**config.mk**
```make
export PLATFORM = sky130hd
export DESIGN_NAME = matrix_result_streamer
export DESIGN_NICKNAME = d
export VERILOG_FILES = /design/src/rtl/matrix_result_streamer.sv
export SDC_FILE = /design/constraint.sdc
export NUM_CORES = 1
export LEC_CHECK = 0
export BUFFER_PORTS_ARGS = -buffer_cell sky130_fd_sc_hd__buf_2
export CAP_MARGIN = 0
export CORE_UTILIZATION = 60
export DETAILED_ROUTE_END_ITERATION = 6
export PLACE_DENSITY = 0.86
export SLEW_MARGIN = 5
export SYNTH_ARGS = -nofsm -noshare
export SYNTH_HDL_FRONTEND = slang
export SYNTH_SLANG_ARGS = --single-unit
export TNS_END_PERCENT = 5
```
**constraint.sdc**
```tcl
create_clock -name clk -period 10.9 [get_ports clk]
set_clock_uncertainty 0.2 [all_clocks]
set_input_delay 0.545 -clock clk [delete_from_list [all_inputs] [get_ports clk]]
set_output_delay 0.545 -clock clk [all_outputs]
set_load 0.01 [all_outputs]
```
**src/rtl/matrix_result_streamer.sv**
```systemverilog
// Serialises a 2x2 matrix product into a valid/ready element stream.
// One active slot plus one pending slot absorb back-to-back done pulses.
module matrix_result_streamer #(
  parameter int DATA_W    = 16,
  parameter bit COL_MAJOR = 1'b0
) (
  input  logic              clk,
  input  logic              rst,
  input  logic              done_in,
  input  logic [DATA_W-1:0] c11_in,
  input  logic [DATA_W-1:0] c12_in,
  input  logic [DATA_W-1:0] c21_in,
  input  logic [DATA_W-1:0] c22_in,
  output logic              m_valid,
  input  logic              m_ready,
  output logic [DATA_W-1:0] m_data,
  output logic [1:0]        m_index,
  output logic              m_last,
  output logic              busy,
  input  logic              ovf_clr,
  output logic              overflow
);

  typedef enum logic {IDLE, STREAM} state_t;

  state_t            state, state_nxt;
  logic [1:0]        beat;
  logic              pend_full, pend_full_nxt;
  logic [DATA_W-1:0] act_c  [4];
  logic [DATA_W-1:0] pend_c [4];

  logic xfer, fin;
  logic load_act_new, load_act_pend, load_pend, ovf_set;

  // Slot index of the element emitted on a given beat; column order swaps C12/C21.
  function automatic logic [1:0] elem_pos(input logic [1:0] b);
    return COL_MAJOR ? {b[0], b[1]} : b;
  endfunction

  always_comb begin
    xfer          = m_valid && m_ready;
    fin           = xfer && (beat == 2'd3);
    load_act_new  = done_in && ((state == IDLE) || (fin && !pend_full));
    load_act_pend = fin && pend_full;
    load_pend     = done_in && (state == STREAM) &&
                    ((fin && pend_full) || (!fin && !pend_full));
    ovf_set       = done_in && (state == STREAM) && !fin && pend_full;
    pend_full_nxt = pend_full;
    if (load_pend)          pend_full_nxt = 1'b1;
    else if (load_act_pend) pend_full_nxt = 1'b0;
  end

  always_ff @(posedge clk) begin
    if (rst) state <= IDLE;
    else     state <= state_nxt;
  end

  always_comb begin
    state_nxt = state;
    case (state)
      IDLE:    if (done_in) state_nxt = STREAM;
      STREAM:  if (fin && !pend_full && !done_in) state_nxt = IDLE;
      default: state_nxt = IDLE;
    endcase
  end

  always_comb begin
    m_valid = (state == STREAM);
    m_index = beat;
    m_last  = m_valid && (beat == 2'd3);
    m_data  = m_valid ? act_c[elem_pos(beat)] : '0;
  end

  always_ff @(posedge clk) begin
    if (rst) begin
      beat      <= 2'd0;
      pend_full <= 1'b0;
      overflow  <= 1'b0;
      busy      <= 1'b0;
    end else begin
      if (fin || load_act_new) beat <= 2'd0;
      else if (xfer)           beat <= beat + 2'd1;
      pend_full <= pend_full_nxt;
      // A dropped matrix on the same edge as a clear keeps the flag set.
      if (ovf_set)      overflow <= 1'b1;
      else if (ovf_clr) overflow <= 1'b0;
      busy <= (state_nxt == STREAM) || pend_full_nxt;
    end
  end

  always_ff @(posedge clk) begin
    if (load_act_new) begin
      act_c[0] <= c11_in;
      act_c[1] <= c12_in;
      act_c[2] <= c21_in;
      act_c[3] <= c22_in;
    end else if (load_act_pend) begin
      act_c <= pend_c;
    end
    if (load_pend) begin
      pend_c[0] <= c11_in;
      pend_c[1] <= c12_in;
      pend_c[2] <= c21_in;
      pend_c[3] <= c22_in;
    end
  end

endmodule

```
==> results of run 1 <==
-- Yosys cell counts (all sizes together) (3+ instances only) --
cell type	count
nor2	6
edfxtp	128
buf	12
nand2b	4
mux2i	33
nor3	3
o22ai	16
ha	4
mux2	64
nand2	5
dfxtp	6
-- layout make-up --
cell class / count / area (sq um) / area share, %
Clock inverter: 14 / 208 / 2.95
Timing Repair Buffer: 122 / 766 / 10.9
Multi-Input combinational cell: 143 / 1530 / 21.8
Sequential cell: 134 / 3970 / 56.4
Clock buffer: 18 / 418 / 5.94
Inverter: 2 / 7.51 / 0.107
Tap cell: 111 / 139 / 1.97
-- power by group through the flow --
stage,sequential (mW),clock (mW),combinational [mW]
final,0.608,0.601,0.104
after detailed placement,0.618,0,0.0945
after global placement,0.616,0,0.0913
after floorplan,0.614,0,0.0681
after global routing,0.610,0.631,0.112
after CTS,0.608,0.607,0.104
-- critical path, delay by kind of cell (launching register included) --
family                     cells  cell delay (ns)
adders and majority gates      2             0.55
buffers and inverters          2             0.75
DFF                            1             1.04
and+or+nand+nor                5             1.23
-- cell usage in the layout (no fill, tap or decap), types with 2 or more instances in the layout --
cell type	n
dfxtp_1	5
clkinv_2	2
ha_1	4
clkbuf_16	16
clkinv_4	2
edfxtp_1	128
mux2_2	15
nor3_1	3
mux2i_1	33
and2_1	2
nand2b_2	2
buf_4	2
buf_2	90
clkinv_1	2
nor2_1	6
inv_1	2
nand2b_1	2
dlygate4sd3_1	30
clkinvlp_4	3
mux2_4	49
bufinv_16	5
a21oi_1	2
o22ai_1	16
nand2_1	4
-- registers in the layout (all words and copies together), names as in the netlist --
signal	count
act_c	64
pend_c	64
m_index	2
busy	1
m_valid	1
overflow	1
pend_full	1
-- worst min path at each step --
stage,startpoint,endpoint,depth (start not counted)
after floorplan,overflow,overflow,2
after global placement,overflow,overflow,2
after detailed placement,overflow,overflow,2
after CTS,c12_in[1],pend_c[33],1
after global routing,c21_in[15],pend_c[31],1
final,c12_in[1],pend_c[33],1
-- routing by layer --
| layer | GRT usage [%] | share of wire, % | vias to the layer above |
|---|---|---|---|
| met5 | 0 | 0 | - |
| met4 | 12.8 | 2.5 | 0 |
| met3 | 7.38 | 5.6 | 23 |
| met2 | 37.0 | 50 | 108 |
| met1 | 30.7 | 41 | 1468 |
| li1 | - | - | 1413 |
-- cell families after synthesis --
| group | Yosys count | synth area share (%) |
|---|---|---|
| fa+ha+maj | 4 | 0.884 |
| compound gates | 18 | 1.95 |
| mux | 97 | 21.8 |
| buf+inv | 16 | 3.05 |
| simple gates | 24 | 2.26 |
| flops | 134 | 70.0 |
-- through the flow --
| stage | area [sq um] | std cells | utilization (%) | total power [mW] |
|---|---|---|---|---|
| floorplan | 5660 | 293 | - | 0.682 |
| global placement | 6110 | 482 | 66.4 | 0.707 |
| detailed placement | 6110 | 482 | 66.4 | 0.713 |
| CTS | 7010 | 542 | 76.3 | 1.32 |
| global route | 7030 | 544 | 76.5 | 1.35 |
| finish | 7030 | 544 | 76.5 | 1.31 |
==> results.txt, run 1 <==
Routed vias/inst: 5.54
Antenna fix cells: 0
Setup CP Type: register to register
Worst-margin pin slew: 1.16 ns
Share of cells above drive strength 1: 43.9%
Most area-hungry cell type in the Yosys netlist: edfxtp_1
Pwr/cell area: 187 nW/um^2
R2R setup slack: 6.69 ns
Slowest CP cell: dfxtp_2
CTS tree: yes
Pin count of the biggest net entering global routing: 66
# resized after CTS: 0
First-pass DRT Iterations: 4
Die H: 99.1 um
Flop pwr share: 46.3%
R2r startpoint: m_index[0]
Max Transition Viols Final: 0
Worst Setup SP: m_index[0]
Ys Warns: 0
Post-synth EDFFs: 128
Congestion Overflow GR: 0
Clk root buf: clkbuf_8
Status: finished, final reports clean
CTS H-Tree Depth: 4
CTS max path bufs: 2
Core Area: 9200 sq um
Final Hold Slack: 0.0225 ns
Detail Route Antenna Nets: 0
Leak Pwr: 2.75 nW
Clock slew at reported path FFs: 0.06 ns
1st-iter DRT viols: 211
DRC: 0
FF+latch count, synth: 134
Pre-CTS setup slack: 6.69 ns
Final WS setup: 6.69 ns
Worst min-delay path class: primary input to register
Routed vias: 3012
Top cell type's share of synthesized area: 67.9%
Combinational power share: 7.9%
Ys flop type: edfxtp_1
Port bufs: 90
Int Pwr: 1.05 mW
Slew Limit Headroom: 22.7%
Clk_lat worst skew: 0.52 ns
RSZ-0062 raised after global routing: no
Chip Width: 99.1 um
FFs w/ async S/R, synth: 0%
Switching Share: 20.4%
Initial antenna violation count: 0
Register area share after synthesis: 70.0%
Cells along the critical path: ha_1 > and2_1 > nand2_1 > inv_1 > ha_1 > nand2b_2 > nand2_4 > nand2b_2 > buf_4
Layout overhead on the synthesized area: 24.3%
CP Data Required Time: 10.84 ns
First-pass GRT wire length: 16.7 mm
Critical path launch point type: register
Synth Net Count: 366
IO Pins: 91
Max FO, Critical Path: 65
Gpl congestion: 0.885
Critical Path End: act_c[28]
Die area: 9820 sq um
HPWL Detailed: 6.27 mm
Post-CTS setup buffer count: 0
CTS Sinks: 134
Worst R2R End: act_c[28]
GR Util All Layers: 23.9%
Max Cap Viol: 0
Max Clock Freq: 237 MHz
Synth Instances: 293
Number of clock buffers inserted by TritonCTS: 17
CP peak stage delay: 1.04 ns
Syn_area_per_cell: 19.3 sq um
Fillers: 498
Post-synth cell types: 24
Final wirelength: 10.7 mm
Final Hold Fails: 0
Net Sw Power: 0.267 mW
Hold-fix buffers, CTS: 28
Row Count: 35
Crit path DAT: 4.16 ns
Setup_tns: 0 ns
Final setup viols: 0
WL/cell: 19.7 um
Worst Setup End Kind: register
Fin crit share: 38.6%
NumNets Final: 493
Starting Density: 61.5%
Period minus WS final: 4.21 ns
Synthesized area: 5660 sq um
Worst R2R Path Depth: 9
Synth top area cells: edfxtp_1, mux2_4, mux2i_1, mux2_2, buf_12
Peak VDD IR: 0.000146 V
Clock Power Share: 45.8%
Vias in the first global route: 3132
(Power assumes the default switching activity.)
==> run 2, diff against run 1 <==
CORE_UTILIZATION = 51   (was 60)
PLACE_DENSITY = 0.78   (was 0.86)
clock period = 3.8 ns   (was 10.9 ns; I/O delays follow)
==> run 2 against run 1 <==
Setup slack got worse by 5.9 ns. Critical path depth unchanged. Final cell count grew 13%. Count of clock-buffer cells in the layout is the same. Fmax up 41%. Clock power increased to 2.6 times the previous value. Via count rose by 5.2%. Non-clock buffer count is 42 higher. Hold slack improved by 0.17 ns. Design area grew 6.2%. Register-to-register slack got worse by 5.9 ns. Sequential cell count unchanged. Largest power group unchanged.
==> results.txt, run 2 (same netlist as run 1, synthesis figures left out) <==
Fin crit share: 78.7%
Die H: 107 um
Hold endpoint: pend_c[10]
Max Transition Viols Final: 0
Core Area: 10800 sq um
Max Clock Freq: 334 MHz
Cell mode on critical path: ha_1
Detail Route Antenna Nets: 0
Status: finished, final reports clean
WHS Path Cells: 2
CP peak stage delay: 0.51 ns
Slowest CP cell: nand2_4
Setup CP Type: register to register
Setup_tns: 0 ns
Routed vias: 3169
Initial antenna violation count: 0
Row Count: 38
NumNets Final: 535
Share of cells above drive strength 1: 40.6%
Worst-margin pin slew: 0.766 ns
First-pass DRT Iterations: 5
CTS Sinks: 134
Cells along the critical path: ha_1 > and2_1 > nand2_1 > inv_1 > ha_1 > nand2b_2 > nand2_4 > buf_4 > mux2_2
IO Pins: 91
R2r startpoint: m_index[1]
Critical path launch point type: register
WL/cell: 17.7 um
Number of clock buffers inserted by TritonCTS: 17
GR Util All Layers: 20.5%
Min-delay src: c22_in[10]
Crit. path cell count: 9
RSZ-0062 raised after global routing: no
CTS tree: yes
Period minus WS final: 2.99 ns
Congestion Overflow GR: 0
Final wirelength: 10.9 mm
Worst min-delay path class: primary input to register
Port bufs: 90
Die area: 11500 sq um
Max Cap Viol: 0
Most frequent cells in the layout: edfxtp_1, buf_2, dlygate4sd3_1
CTS max path bufs: 2
Gpl congestion: 0.836
Starting Density: 52.2%
Clk_lat worst skew: 0.52 ns
Vias in the first global route: 3247
DRC: 0
Routed vias/inst: 5.15
Met3 usage: 5.87%
Worst R2R End: act_c[1]
CP Data Required Time: 3.87 ns
GR peak layer: met2
Grt met2 use: 32.4%
Max FO, Critical Path: 35
CP top delay family: simple AND/OR/NAND/NOR gates
1st-iter DRT viols: 199
Leak Pwr: 2.92 nW
Buffer and inverter count on the worst path: 2
Worst Setup End Kind: register
Peak VDD IR: 0.000415 V
Layout overhead on the synthesized area: 32.1%
Pwr/cell area: 490 nW/um^2
Chip Width: 107 um
M1 GR Usage: 26.1%
R2R setup slack: 0.81 ns
Final Hold Fails: 0
Crit path DAT: 3.06 ns
Pin count of the biggest net entering global routing: 65
Final setup viols: 0
Antenna fix cells: 0
HPWL Detailed: 6.33 mm
Most common cell after layout, fill and taps aside: edfxtp_1
Clock slew at reported path FFs: 0.06 ns
Placed insts: 514
Slew Limit Headroom: 48.9%
Clk root buf: clkbuf_8
Final std cells w/o fill: 615
CTS H-Tree Depth: 4
Worst R2R Path Depth: 9
First-pass GRT wire length: 16.9 mm
[run 2: cell count changes in the layout (fill, tap and decap cells not counted), sizes merged]
cell,delta
clkinvlp,+1
bufinv,-2
clkinv,+1
dlygate4sd3,+39
buf,+3
[run 2: repair_timing]
action,in CTS,in global routing
hold buffers,69,0
setup buffers,0,0
endpoints found under the setup margin,0,0
endpoints found under the hold margin,134,0
gates resized for setup,0,0
[run 2: power breakdown]
part	internal [mW]	leakage (nW)	switching (mW)	total [mW]
Combinational	0.189	1.40	0.151	0.341
Sequential	1.71	1.25	0.0215	1.73
Clock	0.991	0.272	0.598	1.59
[run 2: worst max path at each step]
stage | from | endpoint | slack [ns]
global route | m_index[1] | act_c[1] | 0.67
global placement | m_index[1] | act_c[59] | 0.98
detailed placement | m_index[1] | act_c[60] | 0.85
CTS | m_index[1] | act_c[1] | 0.83
finish | m_index[1] | act_c[1] | 0.81
floorplan | m_index[1] | act_c[0] | 0.11
[run 2: area by class of cell]
cell class	count	area, sq um
sequential	134	3970
fill	709	3370
multi-input combinational	143	1530
timing repair buffer	164	1220
clock buffer	18	418
tap	140	175
clock inverter	14	160
inverter	2	7.51
[run 2: routing by layer]
| metal | vias to the layer above | part of all wire [%] |
|---|---|---|
| met5 | - | 0 |
| met4 | 0 | 2.3 |
| met3 | 23 | 3.9 |
| met2 | 97 | 49 |
| met1 | 1554 | 45 |
| li1 | 1495 | - |
[run 2: worst reg2reg max path, cell delays in order (launching register included)]
cell and delay (ns):
dfxtp_1 0.34, ha_1 0.24, and2_1 0.17, nand2_1 0.10, inv_1 0.07, ha_1 0.20
nand2b_2 0.21, nand2_4 0.51, buf_4 0.34, mux2_2 0.36
[run 2: stage by stage]
step	power, mW	cell area, sq um	hold slack [ns]	util (%)	setup slack [ns]
final	3.66	7470	0.193	68.9	0.809
after global routing	3.78	7470	0.174	68.9	0.674
after CTS	3.68	7470	0.169	68.9	0.828
after detailed placement	2.05	6200	0.184	57.2	0.853
after global placement	2.03	6200	0.181	57.2	0.985
after floorplan	1.96	5660	0.0591	-	0.106
